## src/rtl/magnetron_pkg.sv

```systemverilog
// magnetron_pkg: shared constants, types and helpers for the magnetron cook timer.
package magnetron_pkg;

  localparam int DIGIT_W = 4;

  // Number of one-second ticks the end-of-cook beep lasts.
  localparam logic [1:0] BEEP_TICKS = 2'd3;

  typedef enum logic [1:0] {
    ST_IDLE  = 2'd0,
    ST_SET   = 2'd1,
    ST_COOK  = 2'd2,
    ST_PAUSE = 2'd3
  } state_e;

  // mm:ss as four BCD digits, most significant first.
  typedef struct packed {
    logic [DIGIT_W-1:0] min_tens;
    logic [DIGIT_W-1:0] min_ones;
    logic [DIGIT_W-1:0] sec_tens;
    logic [DIGIT_W-1:0] sec_ones;
  } cook_time_t;

  function automatic logic is_bcd(input logic [DIGIT_W-1:0] d);
    return (d <= 4'd9);
  endfunction

  function automatic logic time_is_zero(input cook_time_t t);
    return (t == 16'd0);
  endfunction

endpackage

```

## src/rtl/magnetron_bcd_dec.sv

```systemverilog
// magnetron_bcd_dec: combinational one-second decrement of a BCD mm:ss value.
// Seconds above 59 count down plainly; only 00 seconds borrow a minute and
// reload to 59. A value of 00:00 stays at 00:00.
module magnetron_bcd_dec
  import magnetron_pkg::*;
(
  input  logic [DIGIT_W-1:0] min_tens,
  input  logic [DIGIT_W-1:0] min_ones,
  input  logic [DIGIT_W-1:0] sec_tens,
  input  logic [DIGIT_W-1:0] sec_ones,
  output logic [DIGIT_W-1:0] dec_min_tens,
  output logic [DIGIT_W-1:0] dec_min_ones,
  output logic [DIGIT_W-1:0] dec_sec_tens,
  output logic [DIGIT_W-1:0] dec_sec_ones,
  output logic               zero
);

  // Borrow chain from the seconds ones digit up to the minute tens digit.
  always_comb begin
    dec_min_tens = min_tens;
    dec_min_ones = min_ones;
    dec_sec_tens = sec_tens;
    dec_sec_ones = sec_ones;
    if (sec_ones != 4'd0) begin
      dec_sec_ones = sec_ones - 4'd1;
    end else if (sec_tens != 4'd0) begin
      dec_sec_tens = sec_tens - 4'd1;
      dec_sec_ones = 4'd9;
    end else if (min_ones != 4'd0) begin
      dec_min_ones = min_ones - 4'd1;
      dec_sec_tens = 4'd5;
      dec_sec_ones = 4'd9;
    end else if (min_tens != 4'd0) begin
      dec_min_tens = min_tens - 4'd1;
      dec_min_ones = 4'd9;
      dec_sec_tens = 4'd5;
      dec_sec_ones = 4'd9;
    end else begin
      dec_sec_ones = 4'd0;
    end
    zero = (dec_min_tens == 4'd0) && (dec_min_ones == 4'd0) &&
           (dec_sec_tens == 4'd0) && (dec_sec_ones == 4'd0);
  end

endmodule

```

## src/rtl/magnetron_timer.sv

```systemverilog
// magnetron_timer: cook-time entry, one-second prescaler, countdown FSM and
// magnetron enable. Optional end-of-cook beep is built only when the macro
// MAGNETRON_BEEP_EN is defined; otherwise beep is tied low.
module magnetron_timer
  import magnetron_pkg::*;
#(
  parameter int TICK_DIV = 100
) (
  input  logic               clk,
  input  logic               rst,
  input  logic               s,
  input  logic               r,
  input  logic               clearn,
  input  logic               load,
  input  logic [DIGIT_W-1:0] digit_in,
  output logic               timer_done,
  output logic               mag_on,
  output logic [1:0]         state,
  output logic [DIGIT_W-1:0] min_tens,
  output logic [DIGIT_W-1:0] min_ones,
  output logic [DIGIT_W-1:0] sec_tens,
  output logic [DIGIT_W-1:0] sec_ones,
  output logic               beep
);

  localparam int PW = $clog2(TICK_DIV);
  localparam logic [PW-1:0] PRESC_MAX = PW'(TICK_DIV - 1);

  cook_time_t         time_r;
  cook_time_t         time_nxt_s;
  cook_time_t         dec_time_s;
  cook_time_t         shift_time_s;
  state_e             state_r;
  state_e             state_nxt_s;
  logic               mag_on_r;
  logic               mag_on_nxt_s;
  logic               timer_done_r;
  logic [PW-1:0]      presc_r;
  logic [PW-1:0]      presc_nxt_s;
  logic [PW-1:0]      presc_free_s;
  logic               presc_wrap_s;
  logic               dec_zero_s;
  logic               digit_ok_s;
  logic               start_s;
  logic               expiry_s;
  logic               beep_act_s;
  logic [DIGIT_W-1:0] dec_mt_s;
  logic [DIGIT_W-1:0] dec_mo_s;
  logic [DIGIT_W-1:0] dec_st_s;
  logic [DIGIT_W-1:0] dec_so_s;

  magnetron_bcd_dec u_dec (
    .min_tens     (time_r.min_tens),
    .min_ones     (time_r.min_ones),
    .sec_tens     (time_r.sec_tens),
    .sec_ones     (time_r.sec_ones),
    .dec_min_tens (dec_mt_s),
    .dec_min_ones (dec_mo_s),
    .dec_sec_tens (dec_st_s),
    .dec_sec_ones (dec_so_s),
    .zero         (dec_zero_s)
  );

  assign dec_time_s   = cook_time_t'({dec_mt_s, dec_mo_s, dec_st_s, dec_so_s});
  assign shift_time_s = cook_time_t'({time_r.min_ones, time_r.sec_tens,
                                      time_r.sec_ones, digit_in});
  assign digit_ok_s   = is_bcd(digit_in);
  assign presc_wrap_s = (presc_r == PRESC_MAX);
  // Free-running prescaler value, used while cooking and while a beep sounds.
  assign presc_free_s = presc_wrap_s ? PW'(0) : (presc_r + PW'(1));

  // Next-state, next-time and prescaler decisions in priority order:
  // clear, stop, tick decrement, start, digit load.
  always_comb begin
    time_nxt_s   = time_r;
    state_nxt_s  = state_r;
    mag_on_nxt_s = mag_on_r;
    presc_nxt_s  = presc_r;
    start_s      = 1'b0;
    expiry_s     = 1'b0;
    if (!clearn) begin
      time_nxt_s   = cook_time_t'(16'd0);
      state_nxt_s  = ST_IDLE;
      mag_on_nxt_s = 1'b0;
      presc_nxt_s  = PW'(0);
    end else begin
      case (state_r)
        ST_COOK: begin
          presc_nxt_s = presc_free_s;
          if (presc_wrap_s) begin
            time_nxt_s = dec_time_s;
            if (dec_zero_s) begin
              expiry_s     = 1'b1;
              state_nxt_s  = ST_IDLE;
              mag_on_nxt_s = 1'b0;
            end else if (r) begin
              state_nxt_s  = ST_PAUSE;
              mag_on_nxt_s = 1'b0;
            end else begin
              state_nxt_s  = ST_COOK;
              mag_on_nxt_s = 1'b1;
            end
          end else if (r) begin
            state_nxt_s  = ST_PAUSE;
            mag_on_nxt_s = 1'b0;
          end else begin
            state_nxt_s  = ST_COOK;
            mag_on_nxt_s = 1'b1;
          end
        end
        ST_SET, ST_PAUSE: begin
          if (s && !r) begin
            start_s      = 1'b1;
            state_nxt_s  = ST_COOK;
            mag_on_nxt_s = 1'b1;
            // A start that cuts a beep short begins a fresh second.
            presc_nxt_s  = beep_act_s ? PW'(0) : presc_r;
          end else begin
            mag_on_nxt_s = 1'b0;
            presc_nxt_s  = beep_act_s ? presc_free_s : presc_r;
            if (load && digit_ok_s) begin
              time_nxt_s  = shift_time_s;
              state_nxt_s = time_is_zero(shift_time_s) ? ST_IDLE : ST_SET;
              if (state_r == ST_PAUSE) begin
                presc_nxt_s = PW'(0);
              end else begin
                presc_nxt_s = beep_act_s ? presc_free_s : presc_r;
              end
            end else begin
              state_nxt_s = state_r;
            end
          end
        end
        default: begin
          mag_on_nxt_s = 1'b0;
          presc_nxt_s  = beep_act_s ? presc_free_s : presc_r;
          if (load && digit_ok_s) begin
            time_nxt_s  = shift_time_s;
            state_nxt_s = time_is_zero(shift_time_s) ? ST_IDLE : ST_SET;
          end else begin
            state_nxt_s = ST_IDLE;
          end
        end
      endcase
    end
  end

  // Timer state registers; timer_done tracks whether the next time is 00:00.
  always_ff @(posedge clk) begin
    if (rst) begin
      time_r       <= cook_time_t'(16'd0);
      state_r      <= ST_IDLE;
      mag_on_r     <= 1'b0;
      timer_done_r <= 1'b1;
      presc_r      <= PW'(0);
    end else begin
      time_r       <= time_nxt_s;
      state_r      <= state_nxt_s;
      mag_on_r     <= mag_on_nxt_s;
      timer_done_r <= time_is_zero(time_nxt_s);
      presc_r      <= presc_nxt_s;
    end
  end

`ifdef MAGNETRON_BEEP_EN
  logic [1:0] beep_cnt_r;
  logic [1:0] beep_cnt_nxt_s;
  logic       beep_r;

  assign beep_act_s = (beep_cnt_r != 2'd0);

  // Beep tick counter: loaded on expiry, counts prescaler wraps down to zero.
  always_comb begin
    beep_cnt_nxt_s = beep_cnt_r;
    if (!clearn) begin
      beep_cnt_nxt_s = 2'd0;
    end else if (expiry_s) begin
      beep_cnt_nxt_s = BEEP_TICKS;
    end else if (start_s) begin
      beep_cnt_nxt_s = 2'd0;
    end else if (beep_act_s && presc_wrap_s) begin
      beep_cnt_nxt_s = beep_cnt_r - 2'd1;
    end else begin
      beep_cnt_nxt_s = beep_cnt_r;
    end
  end

  // Beep counter and registered beep output.
  always_ff @(posedge clk) begin
    if (rst) begin
      beep_cnt_r <= 2'd0;
      beep_r     <= 1'b0;
    end else begin
      beep_cnt_r <= beep_cnt_nxt_s;
      beep_r     <= (beep_cnt_nxt_s != 2'd0);
    end
  end

  assign beep = beep_r;
`else
  logic unused_beep_s;

  assign beep_act_s    = 1'b0;
  assign unused_beep_s = start_s ^ expiry_s;
  assign beep          = 1'b0;
`endif

  assign timer_done = timer_done_r;
  assign mag_on     = mag_on_r;
  assign state      = state_r;
  assign min_tens   = time_r.min_tens;
  assign min_ones   = time_r.min_ones;
  assign sec_tens   = time_r.sec_tens;
  assign sec_ones   = time_r.sec_ones;

endmodule

```

## config.mk

```make
export PLATFORM = sky130hd
export DESIGN_NAME = magnetron_timer
export DESIGN_NICKNAME = d
export VERILOG_FILES = /design/src/rtl/magnetron_pkg.sv /design/src/rtl/magnetron_bcd_dec.sv /design/src/rtl/magnetron_timer.sv
export SDC_FILE = /design/constraint.sdc
export NUM_CORES = 1
export LEC_CHECK = 0
export ABC_AREA = 1
export ABC_CLOCK_PERIOD_IN_PS = 2600
export BUFFER_PORTS_ARGS = -buffer_cell sky130_fd_sc_hd__buf_2
export CORE_MARGIN = 8
export CORE_UTILIZATION = 62
export CTS_BUF_LIST = sky130_fd_sc_hd__clkbuf_4 sky130_fd_sc_hd__clkbuf_8 sky130_fd_sc_hd__clkbuf_16
export DETAILED_ROUTE_END_ITERATION = 10
export PLACE_DENSITY = 0.85
export SYNTH_ARGS = -nofsm -noshare
export SYNTH_HDL_FRONTEND = slang
export SYNTH_SLANG_ARGS = --single-unit
```

## constraint.sdc

```tcl
create_clock -name clk -period 2.6 [get_ports clk]
set_input_delay 0.39 -clock clk [delete_from_list [all_inputs] [get_ports clk]]
set_output_delay 0.39 -clock clk [all_outputs]
set_load 0.005 [all_outputs]
```

# Word level (Yosys, flattened, before mapping)
# Cells that the tools add are included.
dict set report word_totals {
  in_bits 10
  ff_bits 27
  out_inout_bits 21
}
dict set report op_classes {
  order_cmp 1
  addsub 5
  bitwise 1
  n_eq_ne 8
  reduce_logical 20
  n_mux 39
}
# cell n
set op_table {}
lappend op_table {{two-way mux 16 bit} 4}
lappend op_table {{two-way mux 4 bit} 16}
lappend op_table {{zero test 16 bit} 2}
lappend op_table {{one-hot mux 16 bit (2 select lines)} 1}
lappend op_table {{two-way mux 7 bit} 4}
lappend op_table {{zero test 4 bit} 4}
lappend op_table {{nonzero test 4 bit} 4}
lappend op_table {{subtractor 4 x 1 -> 4 bit, second input constant} 4}
lappend op_table {{one-hot mux 7 bit (2 select lines)} 1}
lappend op_table {{two-way mux 2 bit} 4}
lappend op_table {{adder 7 x 1 -> 7 bit, second input constant} 1}
lappend op_table {{equality test 7 bit, second input constant} 1}
lappend op_table {{two-way mux 1 bit} 7}
lappend op_table {{inequality test 2 bit, second input constant} 3}
lappend op_table {{logical AND 1 bit} 5}
lappend op_table {{equality test 2 bit, second input constant} 2}
lappend op_table {{less-or-equal comparator 4 bit, second input constant} 1}
lappend op_table {{one-hot mux 2 bit (2 select lines)} 1}
lappend op_table {{AND reduction 4 bit} 1}
lappend op_table {{OR reduction 2 bit} 2}
lappend op_table {{inequality test 3 bit, second input constant} 1}
lappend op_table {{equality test 2 x 1 -> 1 bit, second input constant} 1}
lappend op_table {{one-hot mux 1 bit (2 select lines)} 1}
lappend op_table {{nonzero test 2 bit} 1}
lappend op_table {{other kinds (2)} 2}

# Depth between registers and ports, before layout
dict set report depth {
  depth_word 12
  mapped_depth 17
}

# Hierarchy
# From an unflattened synthesis, not the netlist that was laid out.
dict set report hier_totals {
  hier_cells 424
  hier_area_um2 2454.9
}
# mod cells_each area_each_um2 seq_area_each_um2 n_inst
set by_module_without_submodules {}
lappend by_module_without_submodules {magnetron_timer 305 1860.5 540.5 1}
lappend by_module_without_submodules {magnetron_bcd_dec 119 594.3 0.0 1}

# Worst setup path after synthesis
# OpenSTA, ideal clock, no wires.
dict set report synth_timing {
  path_kind {register to register}
  from {reg time_r (netlist bit sec_ones[0])}
  to {reg state_r[0] (netlist: state[0])}
  required_ps 2488
  path_slack_ps 783
  setup_time_ps 112
  period_less_slack_ps 1817
  path_stages_with_launch 18
  arrival_time_ps 1705
  path_buffers 0
  path_cell_list {dfxtp_1 > inv_1 > ha_1 > nand2_1 > nor2_4 > nand2_4 > nor2_1 > nand2_1 > nand2_1 > nand2_1 > inv_1 > nand2_1 > nor2_1 > nand2_1 > nand3_1 > nand2_1 > nand2_1 > nand2_1}
}
dict set report synth_between {
  elab_chain_len 9
}
# element line
set synth_rtl {}
lappend synth_rtl {{start: declaration} magnetron_timer.sv:29} ;# cook_time_t time_r;
lappend synth_rtl {{start signal: assignment} magnetron_timer.sv:151} ;# time_r <= cook_time_t'(16'd0);
lappend synth_rtl {{start signal: assignment} magnetron_timer.sv:157} ;# time_r <= time_nxt_s;
lappend synth_rtl {{parallel branches: the longest is 8 deep, another holds subtractor 4 x 1 -> 4 bit} --}
lappend synth_rtl {{one-hot mux 2 bit (2 select lines) (*)} magnetron_timer.sv:87} ;# case (state_r)
lappend synth_rtl {{end signal: assignment} magnetron_timer.sv:158} ;# state_r <= state_nxt_s;
lappend synth_rtl {{end: declaration} magnetron_timer.sv:33} ;# state_e state_r;
# Every way passes the cells marked *. The select of a mux whose other input is x is not followed.
# A chain may end at the register's enable or synchronous reset.

# Final worst setup path
dict set report layout_timing {
  from {reg time_r (netlist bit sec_ones[0])}
  to {reg timer_done_r (netlist: timer_done)}
}
dict set report layout_between {
  elab_chain_len 6
}
# element line
set layout_rtl {}
lappend layout_rtl {{subtractor 4 x 1 -> 4 bit / nonzero test 4 bit (equally long branches)} {magnetron_bcd_dec.sv:25, magnetron_bcd_dec.sv:24}}
lappend layout_rtl {{two-way mux 4 bit} magnetron_bcd_dec.sv:24} ;# if (sec_ones != 4'd0) begin
lappend layout_rtl {{two-way mux 16 bit} magnetron_timer.sv:90} ;# if (presc_wrap_s) begin
lappend layout_rtl {{one-hot mux 16 bit (2 select lines) (*)} magnetron_timer.sv:87}
lappend layout_rtl {{two-way mux 16 bit (*)} magnetron_timer.sv:81} ;# if (!clearn) begin
lappend layout_rtl {{zero test 16 bit (*)} magnetron_pkg.sv:29} ;# return (t == 16'd0);
lappend layout_rtl {{end signal: assignment} magnetron_timer.sv:160} ;# timer_done_r <= time_is_zero(time_nxt_s);
lappend layout_rtl {{end: declaration} magnetron_timer.sv:37} ;# logic timer_done_r;
# Every way passes the cells marked *; elsewhere a longest branch is shown, timed or not.

==> impl_metrics.env <==
export IMPL_status="complete, no violations"
export IMPL_crit_arrival_ns=2.53
export IMPL_synth_cell_type_count=34
export IMPL_final_common_cell="nand2_1"
export IMPL_postLayoutCellArea_sq_um=2500
export IMPL_grt_max_degree=19
export IMPL_r2r_end="timer_done"
export IMPL_cts_tree="yes"
export IMPL_criticalPathCategory="reg -> reg"
export IMPL_fp_coreArea_sq_um=3610
export IMPL_grt_busiest_layer="met2"
export IMPL_track_usage=0.237
export IMPL_finalWirelength_microns=6710
export IMPL_period_minus_slack_ns=2.29
export IMPL_clk_pin_slew_ns=0.10
export IMPL_clock_path_buffers=2
export IMPL_vdd_drop_max_mv=0.218
export IMPL_drive_above_1_share=0.143
export IMPL_drv_cap=0
export IMPL_rows=22
export IMPL_synthCells=401
export IMPL_dieArea_sq_um=5870
export IMPL_h_tree_depth=1
export IMPL_worstHoldPathCells=5
export IMPL_area_growth_pct=9.55
export IMPL_cpLargestDelayFamily="simple AND/OR/NAND/NOR gates"
export IMPL_wire_per_inst_microns=14.1
export IMPL_layout_common_cells="129 x nand2_1, 64 x nor2_1, 36 x inv_1"
export IMPL_die_w_microns=76.6
export IMPL_worstPathMaxFanout=12
export IMPL_hold_path_class="in -> reg"
export IMPL_grt_pass1_vias=2617
export IMPL_power_density_nw_per_um2=410
export IMPL_cts_resized=0
export IMPL_fin_setup_tns_ns=0
export IMPL_cts_sinks=27
export IMPL_final_util=0.693
export IMPL_fin_skew_ns=0.00421
export IMPL_die_y_microns=76.6
export IMPL_clk_insertion_delay_late_ns=0.28
export IMPL_path_cells="inv_1 > ha_1 > nand3_2 > nor2_4 > nand2_1 > nand2_1 > nand2_1 > nor2_1 > nor2_1 > nor2_1 > nand2_1 > nor2_1 > nand2_1 > nand2_1"
export IMPL_synth_area_leaders="dfxtp_1 24%, nand2_1 21%, nor2_1 11%"
export IMPL_synth_seq_cells=27
export IMPL_io_pins=31
export IMPL_layout_cells_non_filler=476
export IMPL_maxSlewHeadroom=0.595
export IMPL_drc=0
export IMPL_max_slew_worst_pin_slew_ns=0.606
export IMPL_whs_endpoint="state[0]"
export IMPL_initial_utilization=0.632
export IMPL_synth_area_per_cell_sq_um=5.69
export IMPL_post_dp_hpwl_microns=5130
export IMPL_synth_largest_area_cell="dfxtp_1"
export IMPL_reg2reg_slack_ns=0.31
export IMPL_yosysWarnings=0
export IMPL_antenna_diode_count=0
export IMPL_post_route_period_util=0.882
export IMPL_crit_path_end_kind="register"
export IMPL_vias_per_cell=5.71
export IMPL_crit_path_top_delay_cell="dfxtp_1"
export IMPL_cpPeakStageDelay_ns=0.32
export IMPL_cts_setup_buffers=0
export IMPL_synth_top_area_share=0.237
export IMPL_use_met2=0.377
export IMPL_dpl_cell_count=472
export IMPL_vias=2720
export IMPL_worst_r2r_startpoint="sec_ones[0]"
export IMPL_use_met3=0.0460
export IMPL_hold_viol_final=0
export IMPL_path_common_cell="nand2_1"
export IMPL_fmax_mhz=436
export IMPL_power_leakage_nw=1.27
export IMPL_finalNetCount=445
export IMPL_syn_area_sq_um=2280
export IMPL_globalplace_congestion=0.959
export IMPL_synth_fp_nets=417
export IMPL_hp_start="r"
export IMPL_synth_seq_area_share=0.237
export IMPL_drtAntennaViolNets=0
export IMPL_finalMaxSlewViolations=0
export IMPL_portBuffers=29
export IMPL_finalSetupViolCount=0
export IMPL_place_area_sq_um=2450
export IMPL_antenna_found_initial=0
export IMPL_rsz0062_at_grt="no"
export IMPL_cts_root_buf="clkbuf_8"
export IMPL_grt_pass1_wl_microns=11900
export IMPL_cp_num_buf_inv=1
export IMPL_numCtsBuffers=3
export IMPL_globalRouteOverflowTotal=0
export IMPL_firstDrtPassIters=5
export IMPL_cp_start_kind="register"
export IMPL_required_ns=2.83
export IMPL_use_met1=0.297
export IMPL_cts_hold_buf=0
export IMPL_first_iter_violations=243
export IMPL_ff2ff_path_depth=14
==> cells in the mapped netlist <==
| cell | count |
|---|---|
| buf_4 | 3 |
| nor3_1 | 13 |
| conb_1 | 1 |
| buf_6 | 1 |
| or2_1 | 1 |
| o211ai_1 | 2 |
| o21ai_2 | 1 |
| xnor2_1 | 1 |
| nand2_1 | 129 |
| o21ai_0 | 18 |
| ha_1 | 6 |
| nand3b_1 | 2 |
| nor4_1 | 1 |
| nand4_1 | 9 |
| nand3_1 | 24 |
| nor2_1 | 64 |
| inv_2 | 10 |
| buf_2 | 2 |
| dfxtp_1 | 27 |
| a21oi_1 | 24 |
| or2_2 | 1 |
| nand2_4 | 2 |
| nor2_4 | 4 |
| a31oi_1 | 1 |
| nand3_2 | 3 |
| o21ai_1 | 2 |
| clkinv_1 | 1 |
| and3_1 | 3 |
| nor3b_1 | 2 |
| nor2_2 | 3 |
| inv_1 | 36 |
| nand2_2 | 1 |
| nand3_4 | 1 |
| clkbuf_1 | 2 |
==> routing by layer <==
| metal | share of wire | vias to the layer above |
|---|---|---|
| met5 | 0 | - |
| met4 | 0.026 | 0 |
| met3 | 0.079 | 19 |
| met2 | 0.45 | 142 |
| met1 | 0.44 | 1217 |
| li1 | - | 1342 |
==> sequential cells by signal, indices dropped and copies added, names as in the netlist <==
name        count
mag_on          1
min_ones        4
min_tens        4
presc_r         7
sec_ones        4
sec_tens        4
state           2
timer_done      1
==> tightest hold or removal path: cells and delay by family <==
kind	cells	cell delay (ns)
and+or+nand+nor	4	0.21
buffers and inverters	1	0.10
==> metrics by stage <==
stage               setup slack (ns)  hold WS, ns  power, mW
floorplan                      0.783        0.458      0.687
global route                  0.0782        0.486       1.09
global placement               0.400        0.473      0.760
detailed placement             0.271        0.479      0.764
finish                         0.306        0.447       1.02
CTS                            0.375        0.439       1.02
==> cell type report <==
class | instances | area (sq um)
clock buffers | 3 | 41.3
clock inverters | 1 | 7.51
fillers | 372 | 1110
inverters | 47 | 176
multi-input cells | 319 | 1510
flip-flops and latches | 27 | 541
well taps | 48 | 60.1
repair buffers | 31 | 160
==> power breakdown <==
part | switching (mW) | internal (mW)
clock | 0.149 | 0.109
sequential | 0.0133 | 0.425
combinational | 0.221 | 0.105
total | 0.383 | 0.639
==> how the worst max path moves through the flow <==
| stage | cells after the start | startpoint | endpoint |
|---|---|---|---|
| 3_5_place_dp | 11 | digit_in[1] | presc_r[6] |
| 5_1_grt | 15 | sec_ones[0] | state[0] |
| 6_report | 14 | sec_ones[0] | timer_done |
| 4_1_cts | 14 | sec_ones[0] | timer_done |
| 2_1_floorplan | 17 | sec_ones[0] | state[0] |
| 3_3_place_gp | 9 | digit_in[1] | presc_r[5] |
==> logic make-up after synthesis <==
logic type / count (synthesis) / share of synthesized area
AOI/OAI and AO/OA: 48 / 0.110
xor gates and xnor gates: 1 / 0.00384
adders and majority gates: 6 / 0.0329
buffers and inverters: 55 / 0.0999
DFF: 27 / 0.237
other: 1 / 0.00164
and+or+nand+nor: 263 / 0.515
Power figures use the tool's default switching activity.
